<file path="src/rtl/puf_pkg.sv">
// Shared definitions for the RO-PUF evaluation arbiter: FSM encoding,
// response size and default timing constants.
package puf_pkg;

    typedef enum logic [1:0] {
        ST_IDLE      = 2'b00,
        ST_WAIT_DONE = 2'b01,
        ST_RELEASE   = 2'b10,
        ST_FAULT     = 2'b11
    } state_e;

    localparam int PUF_BITS    = 256;
    localparam int DEF_TIMEOUT = 200000;
    localparam int DEF_GUARD   = 2;

    function automatic int wrap_inc(input int idx, input int n);
        return (idx + 1 >= n) ? 0 : idx + 1;
    endfunction

endpackage

</file>
<file path="src/rtl/puf_eval_arbiter_rr_pick.sv">
// Combinational round-robin picker: first set request at or after the
// pointer, wrapping modulo NUM_REQ.
module rr_pick #(
    parameter int NUM_REQ = 2,
    parameter int IDX_W   = 1
) (
    input  logic [NUM_REQ-1:0] i_req,
    input  logic [IDX_W-1:0]   i_ptr,
    output logic               o_valid,
    output logic [IDX_W-1:0]   o_idx
);

    localparam logic [IDX_W:0] N_L = (IDX_W + 1)'(NUM_REQ);

    logic [NUM_REQ-1:0] w_rot;
    logic [IDX_W:0]     w_sum;

    // Bit k of the rotated vector is requester (ptr + k) mod NUM_REQ.
    assign w_rot = NUM_REQ'({i_req, i_req} >> i_ptr);

    // Scan from farthest to nearest so the nearest set bit wins.
    always_comb begin
        o_idx = '0;
        w_sum = '0;
        for (int k = NUM_REQ - 1; k >= 0; k--) begin
            w_sum = {1'b0, i_ptr} + (IDX_W + 1)'(k);
            w_sum = (w_sum >= N_L) ? (w_sum - N_L) : w_sum;
            o_idx = w_rot[k] ? w_sum[IDX_W-1:0] : o_idx;
        end
        o_valid = |i_req;
    end

endmodule

</file>
<file path="src/rtl/puf_eval_arbiter.sv">
// Round-robin arbiter in front of the shared RO-PUF controller, with a
// start/done handshake, post-transaction guard interval and sticky watchdog.
module puf_eval_arbiter
    import puf_pkg::*;
#(
    parameter int NUM_REQ = 2,
    parameter int IDX_W   = 1,
    parameter int TO_W    = 18,
    parameter int TIMEOUT = DEF_TIMEOUT,
    parameter int GUARD   = DEF_GUARD
) (
    input  logic               clk,
    input  logic               rst_n,
    input  logic [NUM_REQ-1:0] req,
    output logic [NUM_REQ-1:0] gnt,
    output logic [NUM_REQ-1:0] ack,
    output logic [NUM_REQ-1:0] err,
    output logic               fault,
    output logic               busy,
    output logic [IDX_W-1:0]   sel,
    output logic               puf_start,
    input  logic               puf_done
);

    localparam int                 GD_W    = (GUARD > 1) ? $clog2(GUARD) : 1;
    localparam logic [TO_W-1:0]    WD_LAST = TO_W'(TIMEOUT - 1);
    localparam logic [GD_W-1:0]    GD_LAST = GD_W'(GUARD - 1);
    localparam logic [NUM_REQ-1:0] ONE     = {{(NUM_REQ-1){1'b0}}, 1'b1};

    state_e             r_state;
    logic [NUM_REQ-1:0] r_gnt;
    logic [NUM_REQ-1:0] r_ack;
    logic [NUM_REQ-1:0] r_err;
    logic               r_fault;
    logic               r_busy;
    logic [IDX_W-1:0]   r_sel;
    logic               r_start;
    logic [IDX_W-1:0]   r_ptr;
    logic [TO_W-1:0]    r_wdog;
    logic [GD_W-1:0]    r_guard;

    logic               w_valid;
    logic [IDX_W-1:0]   w_idx;
    logic [IDX_W-1:0]   w_next_ptr;

    rr_pick #(
        .NUM_REQ (NUM_REQ),
        .IDX_W   (IDX_W)
    ) u_rr_pick (
        .i_req   (req),
        .i_ptr   (r_ptr),
        .o_valid (w_valid),
        .o_idx   (w_idx)
    );

    assign w_next_ptr = IDX_W'(wrap_inc(int'(w_idx), NUM_REQ));

    // Arbitration FSM with watchdog and guard counters; every output is a register.
    always_ff @(posedge clk or negedge rst_n) begin
        if (!rst_n) begin
            r_state <= ST_IDLE;
            r_gnt   <= '0;
            r_ack   <= '0;
            r_err   <= '0;
            r_fault <= 1'b0;
            r_busy  <= 1'b0;
            r_sel   <= '0;
            r_start <= 1'b0;
            r_ptr   <= '0;
            r_wdog  <= '0;
            r_guard <= '0;
        end else begin
            r_ack <= '0;
            r_err <= '0;
            case (r_state)
                ST_IDLE: begin
                    if (w_valid) begin
                        r_gnt   <= ONE << w_idx;
                        r_sel   <= w_idx;
                        r_start <= 1'b1;
                        r_busy  <= 1'b1;
                        r_ptr   <= w_next_ptr;
                        r_wdog  <= '0;
                        r_state <= ST_WAIT_DONE;
                    end
                end
                ST_WAIT_DONE: begin
                    // Done takes priority over a watchdog expiry in the same cycle.
                    if (puf_done) begin
                        r_ack   <= ONE << r_sel;
                        r_gnt   <= '0;
                        r_start <= 1'b0;
                        r_guard <= '0;
                        r_state <= ST_RELEASE;
                    end else if (r_wdog == WD_LAST) begin
                        r_err   <= ONE << r_sel;
                        r_gnt   <= '0;
                        r_start <= 1'b0;
                        r_fault <= 1'b1;
                        r_state <= ST_FAULT;
                    end else if (r_wdog != '1) begin
                        r_wdog <= r_wdog + TO_W'(1'b1);
                    end
                end
                ST_RELEASE: begin
                    if (r_guard == GD_LAST) begin
                        r_busy  <= 1'b0;
                        r_state <= ST_IDLE;
                    end else begin
                        r_guard <= r_guard + GD_W'(1'b1);
                    end
                end
                ST_FAULT: begin
                    r_gnt   <= '0;
                    r_start <= 1'b0;
                    r_busy  <= 1'b1;
                end
                default: begin
                    r_gnt   <= '0;
                    r_start <= 1'b0;
                    r_busy  <= 1'b1;
                    r_fault <= 1'b1;
                    r_state <= ST_FAULT;
                end
            endcase
        end
    end

    assign gnt       = r_gnt;
    assign ack       = r_ack;
    assign err       = r_err;
    assign fault     = r_fault;
    assign busy      = r_busy;
    assign sel       = r_sel;
    assign puf_start = r_start;

endmodule
</file>
<file path="config.mk">
export PLATFORM = sky130hd
export DESIGN_NAME = puf_eval_arbiter
export DESIGN_NICKNAME = d
export VERILOG_FILES = /design/src/rtl/puf_pkg.sv /design/src/rtl/puf_eval_arbiter_rr_pick.sv /design/src/rtl/puf_eval_arbiter.sv
export SDC_FILE = /design/constraint.sdc
export NUM_CORES = 1
export LEC_CHECK = 0
export CORE_MARGIN = 2
export CORE_UTILIZATION = 55
export DETAILED_ROUTE_END_ITERATION = 10
export PLACE_DENSITY = 0.87
export SYNTH_ARGS = -nofsm -noshare
export SYNTH_HDL_FRONTEND = slang
export SYNTH_HIERARCHICAL = 1
export SYNTH_SLANG_ARGS = --single-unit
</file>
<file path="constraint.sdc">
create_clock -name clk -period 2.3 [get_ports clk]
set_input_delay 0.69 -clock clk [delete_from_list [all_inputs] [get_ports clk]]
set_output_delay 0.69 -clock clk [all_outputs]
set_load 0.005 [all_outputs]
</file>
==> results of run 1 <==
area by class of cell:
cell class                      instances  area (µm²)
Clock buffer                            7        65.1
Tap cell                               31        38.8
Inverter                                4        15.0
Multi-Input combinational cell        134         802
Sequential cell                        32         801
Timing Repair Buffer                   19         178
Fill cell                             223         906
cell usage in the layout (no fill, tap or decap), types with 6 or more instances in the layout:
| cell | n |
|---|---|
| a21oi_1 | 10 |
| clkdlybuf4s50_1 | 14 |
| dfrtp_1 | 32 |
| nand2_1 | 17 |
| nand3_1 | 8 |
| nor2_1 | 14 |
| nor2b_1 | 6 |
| o21ai_0 | 27 |
| o31ai_1 | 7 |
how the worst max path moves through the flow:
stage                 endpoint  slack (ns)  depth (start not counted)
floorplan            r_wdog[5]        0.50                          6
global placement    r_wdog[16]       -0.07                          7
detailed placement  r_wdog[16]       -0.13                          8
CTS                 r_wdog[16]        0.24                          8
global route        r_wdog[16]        0.09                          8
finish              r_wdog[16]        0.21                          8
state kept, by name (all words and copies together) (netlist names), 2 cells and up:
signal   cells
ack          2
r_wdog      18
r_state      2
gnt          2
err          2
through the flow:
stage / power, µW / area (µm²)
2_1_floorplan: 583 / 1650
6_report: 964 / 1900
4_1_cts: 969 / 1900
3_3_place_gp: 607 / 1830
5_1_grt: 994 / 1900
3_5_place_dp: 608 / 1830
logic make-up after synthesis:
kind of cell / after synthesis / synth area share
and+or+nand+nor: 68 / 0.213
AOI/OAI and AO/OA: 63 / 0.251
DFF: 32 / 0.484
buffers and inverters: 11 / 0.0310
muxes: 2 / 0.0129
adders and majority gates: 1 / 0.00756
power groups by stage:
| stage | sequential [µW] | combinational, µW | clock, µW |
|---|---|---|---|
| floorplan | 577 | 5.72 | 0 |
| global placement | 578 | 29.8 | 0 |
| detailed placement | 578 | 30.6 | 0 |
| CTS | 567 | 30.8 | 371 |
| global route | 567 | 34.5 | 392 |
| finish | 567 | 30.3 | 367 |
Yosys cell counts, types with 2 or more instances:
library cell	count	area share
nand2b_1	3	0.011
o41ai_1	2	0.011
nor2_1	14	0.032
nor4_1	2	0.0076
o21ai_0	27	0.082
nor2b_1	6	0.023
a31oi_1	5	0.019
dfrtp_1	32	0.48
buf_2	2	0.0061
nor3_1	4	0.012
clkbuf_1	3	0.0068
o31a_1	2	0.011
and3_1	4	0.015
buf_4	2	0.0091
nand2_1	17	0.039
inv_1	4	0.0091
a21oi_1	10	0.030
o31ai_1	7	0.032
nand3_1	8	0.024
metal layers:
metal / vias up / track usage / share of wire
li1: 695 / - / -
met1: 703 / 0.313 / 0.43
met2: 44 / 0.400 / 0.49
met3: 10 / 0.0615 / 0.056
met4: 0 / 0.130 / 0.022
met5: - / 0 / 0
==> flow_summary.yaml, run 1 <==
floorplan:
  core_area_um2: 2810
  dieArea_um2: 3460
  ios: 15
  die_w_um: 58.8
  start_util: 0.590
  row_count: 19
  die_h_um: 58.8
critical_path:
  cp-end-kind: "register"
  cp-startpoint: "req[0]"
  critPathMaxStageDelay_ns: 0.48
  r2r_setup_slack_ns: 0.27
  r2r_start: "r_wdog[0]"
  path_max_fanout: 14
  slowest_stage: "clkdlybuf4s50_1"
  worstPathRequired_ns: 2.52
  reg2reg_to: "r_wdog[16]"
  cp-start-kind: "input port"
  cp_cell_sequence: "clkdlybuf4s50_1, or2_1, nor2b_1, o21a_1, o41ai_2, buf_4, o21ai_0, o31ai_1"
  crit_family: "buffers and inverters"
  crit_buf_inv: 2
  path_class: "in2reg"
  worstPathArrival_ns: 2.31
  rr_worst_depth: 7
status:
  violations: "DRC"
  status: "finished, violations left"
pwr:
  p_sw_uw: 214
  p_leak_uw: 0.000806
  max-vdd-ir-drop_mv: 0.327
  power_density_nw_per_um2: 508
  pwr-share-clk: 0.381
  seqPwrFrac: 0.588
  p_comb_frac: 0.031
  netSwitchingFraction: 0.222
  internal_power_uw: 751
global_routing:
  grt_pass1_wl_mm: 6.43
  grt_max_degree: 33
  grt_usage: 0.250
  grt-ovfl-total: 0
  grt_pass1_vias: 1463
  antenna_found_initial: 0
layout:
  final_nets: 202
  n_antenna_cell: 0
  drive_gt1_frac: 0.117
  area_delta_synth_final_pct: 14.8
  utilization: 0.677
  fin_cells: 227
routing:
  drt_pass1_iterations: 8
  routed_wl_mm: 3.67
  drtIter0Drc: 68
  vias: 1452
  drcViolationCount: 2
  ant_nets: 0
  vias_per_cell: 6.40
  wl_per_cell_um: 16.1
clock_tree:
  cts_setup_buffers: 0
  cts_sinks: 32
  clkLatencyLatePin_ns: 0.35
  cts_resized: 0
  clk_pin_slew_ns: 0.09
  cts_tree: "built"
  clock_path_buffers: 2
  holdBufCountCts: 0
  cts_buffers: 5
  htreeDepth: 2
  clockRootBuffer: "clkbuf_4"
sta:
  final-setup-viol-count: 0
  clock_skew_ns: 0.0127
  fin_ws_ns: 0.214
  fmax_mhz: 479
  fin_crit_sh: 0.907
  whs_ns: 0.474
  drv_slew: 0
  rsz0062_at_grt: "no"
  finalCriticalPeriod_ns: 2.09
  hold_viol_final: 0
  maxSlewHeadroom: 0.601
  setup_tns_ns: 0
  worst_pin_slew_ns: 0.596
logic_synthesis:
  yosys_register_bits: 32
  avgSynthCellArea_um2: 9.35
  synthCells: 177
  synth.cell_area_um2: 1650
  synth_enable_flop_cells: 0
  yosysUniqueCellTypes: 42
  ys.warnings.count: 6
  ys_seq_area_frac: 0.484
  synth-async-reset-ratio: 1.00
  synthFlopType: "dfrtp_1"
  syn_nets: 183
placed_design:
  dp_worst_setup_slack_ns: -0.132
  dp_cells: 220
  io_buffers: 14
  dpl.hpwl_mm: 2.54
  gp_congestion: 0.947
flow_run:
  max_cap_violations: 0
worst_hold_path:
  min_to: "fault"
  hold_path.class: "reg2reg"
  min_path_cells: 1
  worst_hold_startpoint: "fault"
Note: power is estimated with default switching activity, not from simulation.
==> run 2, diff against run 1 <==
PLACE_DENSITY = default   (was 0.87)
PLACE_DENSITY_LB_ADDON = 0.3   (was default)
==> flow_summary.yaml, run 2 (synthesis gave the netlist of run 1 again) <==
status:
  status: "finished, violations left"
  violations: "DRC"
critical_path:
  cp_cell_sequence: "clkdlybuf4s50_1, or2_1, nor2b_1, o41ai_2, buf_4, o21ai_0, o31ai_1"
  reg2reg_to: "r_wdog[16]"
  crit_family: "buffers and inverters"
  cp-end-kind: "register"
  slowest_stage: "clkdlybuf4s50_1"
  path_max_fanout: 12
  critPathMaxStageDelay_ns: 0.41
  r2r_start: "r_wdog[0]"
  rr_worst_depth: 7
  crit_buf_inv: 2
  worstPathRequired_ns: 2.53
  worstPathArrival_ns: 2.27
  path_class: "in2reg"
  r2r_setup_slack_ns: 0.33
  cp-start-kind: "input port"
floorplan:
  die_w_um: 58.8
  dieArea_um2: 3460
  row_count: 19
  die_h_um: 58.8
  ios: 15
  core_area_um2: 2810
  start_util: 0.590
global_routing:
  grt_pass1_vias: 1285
  grt_pass1_wl_mm: 5.90
  antenna_found_initial: 0
  grt-ovfl-total: 0
  grt_max_degree: 33
  grt_usage: 0.230
clock_tree:
  holdBufCountCts: 0
  cts_resized: 0
  cts_setup_buffers: 0
  clk_pin_slew_ns: 0.09
  cts_tree: "built"
  clockRootBuffer: "clkbuf_4"
  cts_buffers: 5
  htreeDepth: 2
  cts_sinks: 32
  clkLatencyLatePin_ns: 0.33
  clock_path_buffers: 2
pwr:
  power_density_nw_per_um2: 489
  p_leak_uw: 0.000802
  finalPower_uw: 926
  max-vdd-ir-drop_mv: 0.345
sta:
  rsz0062_at_grt: "no"
  fin_crit_sh: 0.889
  hold_viol_final: 0
  drv_slew: 0
  worst_pin_slew_ns: 0.578
  finalCriticalPeriod_ns: 2.05
  clock_skew_ns: 0.00768
  fin_ws_ns: 0.254
  fmax_mhz: 489
  final-setup-viol-count: 0
  maxSlewHeadroom: 0.613
  whs_ns: 0.476
layout:
  final_nets: 202
  layout_common_cells: "dfrtp_1, o21ai_0, nand2_1"
  n_antenna_cell: 0
  final_common_cell: "dfrtp_1"
  area_delta_synth_final_pct: 14.4
  largest_register_ff_count: 18
  utilization: 0.675
  drive_gt1_frac: 0.112
  top_register: "r_wdog"
routing:
  wl_per_cell_um: 14.9
  vias: 1423
  drcViolationCount: 2
  drt_pass1_iterations: 10
  drtIter0Drc: 76
  routed_wl_mm: 3.40
  ant_nets: 0
  vias_per_cell: 6.24
placed_design:
  io_buffers: 14
  dp_worst_setup_slack_ns: -0.0725
  gp_congestion: 0.913
  dpl.hpwl_mm: 2.43
worst_hold_path:
  min_path_cells: 1
  min_to: "fault"
  worst_hold_startpoint: "fault"
  hold_path.class: "reg2reg"
flow_run:
  max_cap_violations: 0
## run 2: cell types whose count changed in the layout (fill, tap and decap cells not counted)
cell      previous run  this run
clkbuf_8             2         1
clkbuf_1             0         2
## run 2: layout make-up
cell class              count  area, µm²
clock buffers               8       58.8
fillers                   221        912
inverters                   4       15.0
multi-input cells         134        802
flip-flops and latches     32        801
well taps                  31       38.8
repair buffers             19        178
## run 2: worst register-to-register path: cells and delay by family, from the launching register on
family / cells / cell delay (ns)
fa+ha+maj: 1 / 0.22
compound gates: 3 / 0.60
buf+inv: 1 / 0.23
flops: 1 / 0.40
simple gates: 2 / 0.41
## run 2: metal layers
| layer | wire, µm | vias up | GRT usage |
|---|---|---|---|
| li1 | - | 691 | - |
| met1 | 1560 | 682 | 0.301 |
| met2 | 1590 | 44 | 0.354 |
| met3 | 181 | 6 | 0.0659 |
| met4 | 66 | 0 | 0.104 |
| met5 | 0 | - | 0 |
## run 2: how the worst max path moves through the flow
stage / start / endpoint / slack [ns] / cells after the start
floorplan: req[1] / r_wdog[5] / 0.50 / 6
global placement: req[1] / r_wdog[14] / -0.05 / 7
detailed placement: req[1] / r_wdog[16] / -0.07 / 7
CTS: req[1] / r_wdog[16] / 0.26 / 7
global route: puf_done / r_wdog[8] / 0.14 / 5
finish: req[1] / r_wdog[16] / 0.25 / 7
## run 2: through the flow
step	instances	cell area, µm²	setup TNS [ns]
floorplan	177	1650	0
global placement	220	1830	-0.331
detailed placement	220	1830	-0.510
CTS	228	1890	0
global route	228	1890	0
finish	228	1890	0
## run 2: power breakdown
part | internal [µW] | leakage, µW | switching, µW
Sequential | 564 | 0.000423 | 2.24
Clock | 151 | 0.0000326 | 179
Combinational | 13.1 | 0.000346 | 16.5
Total | 728 | 0.000802 | 198
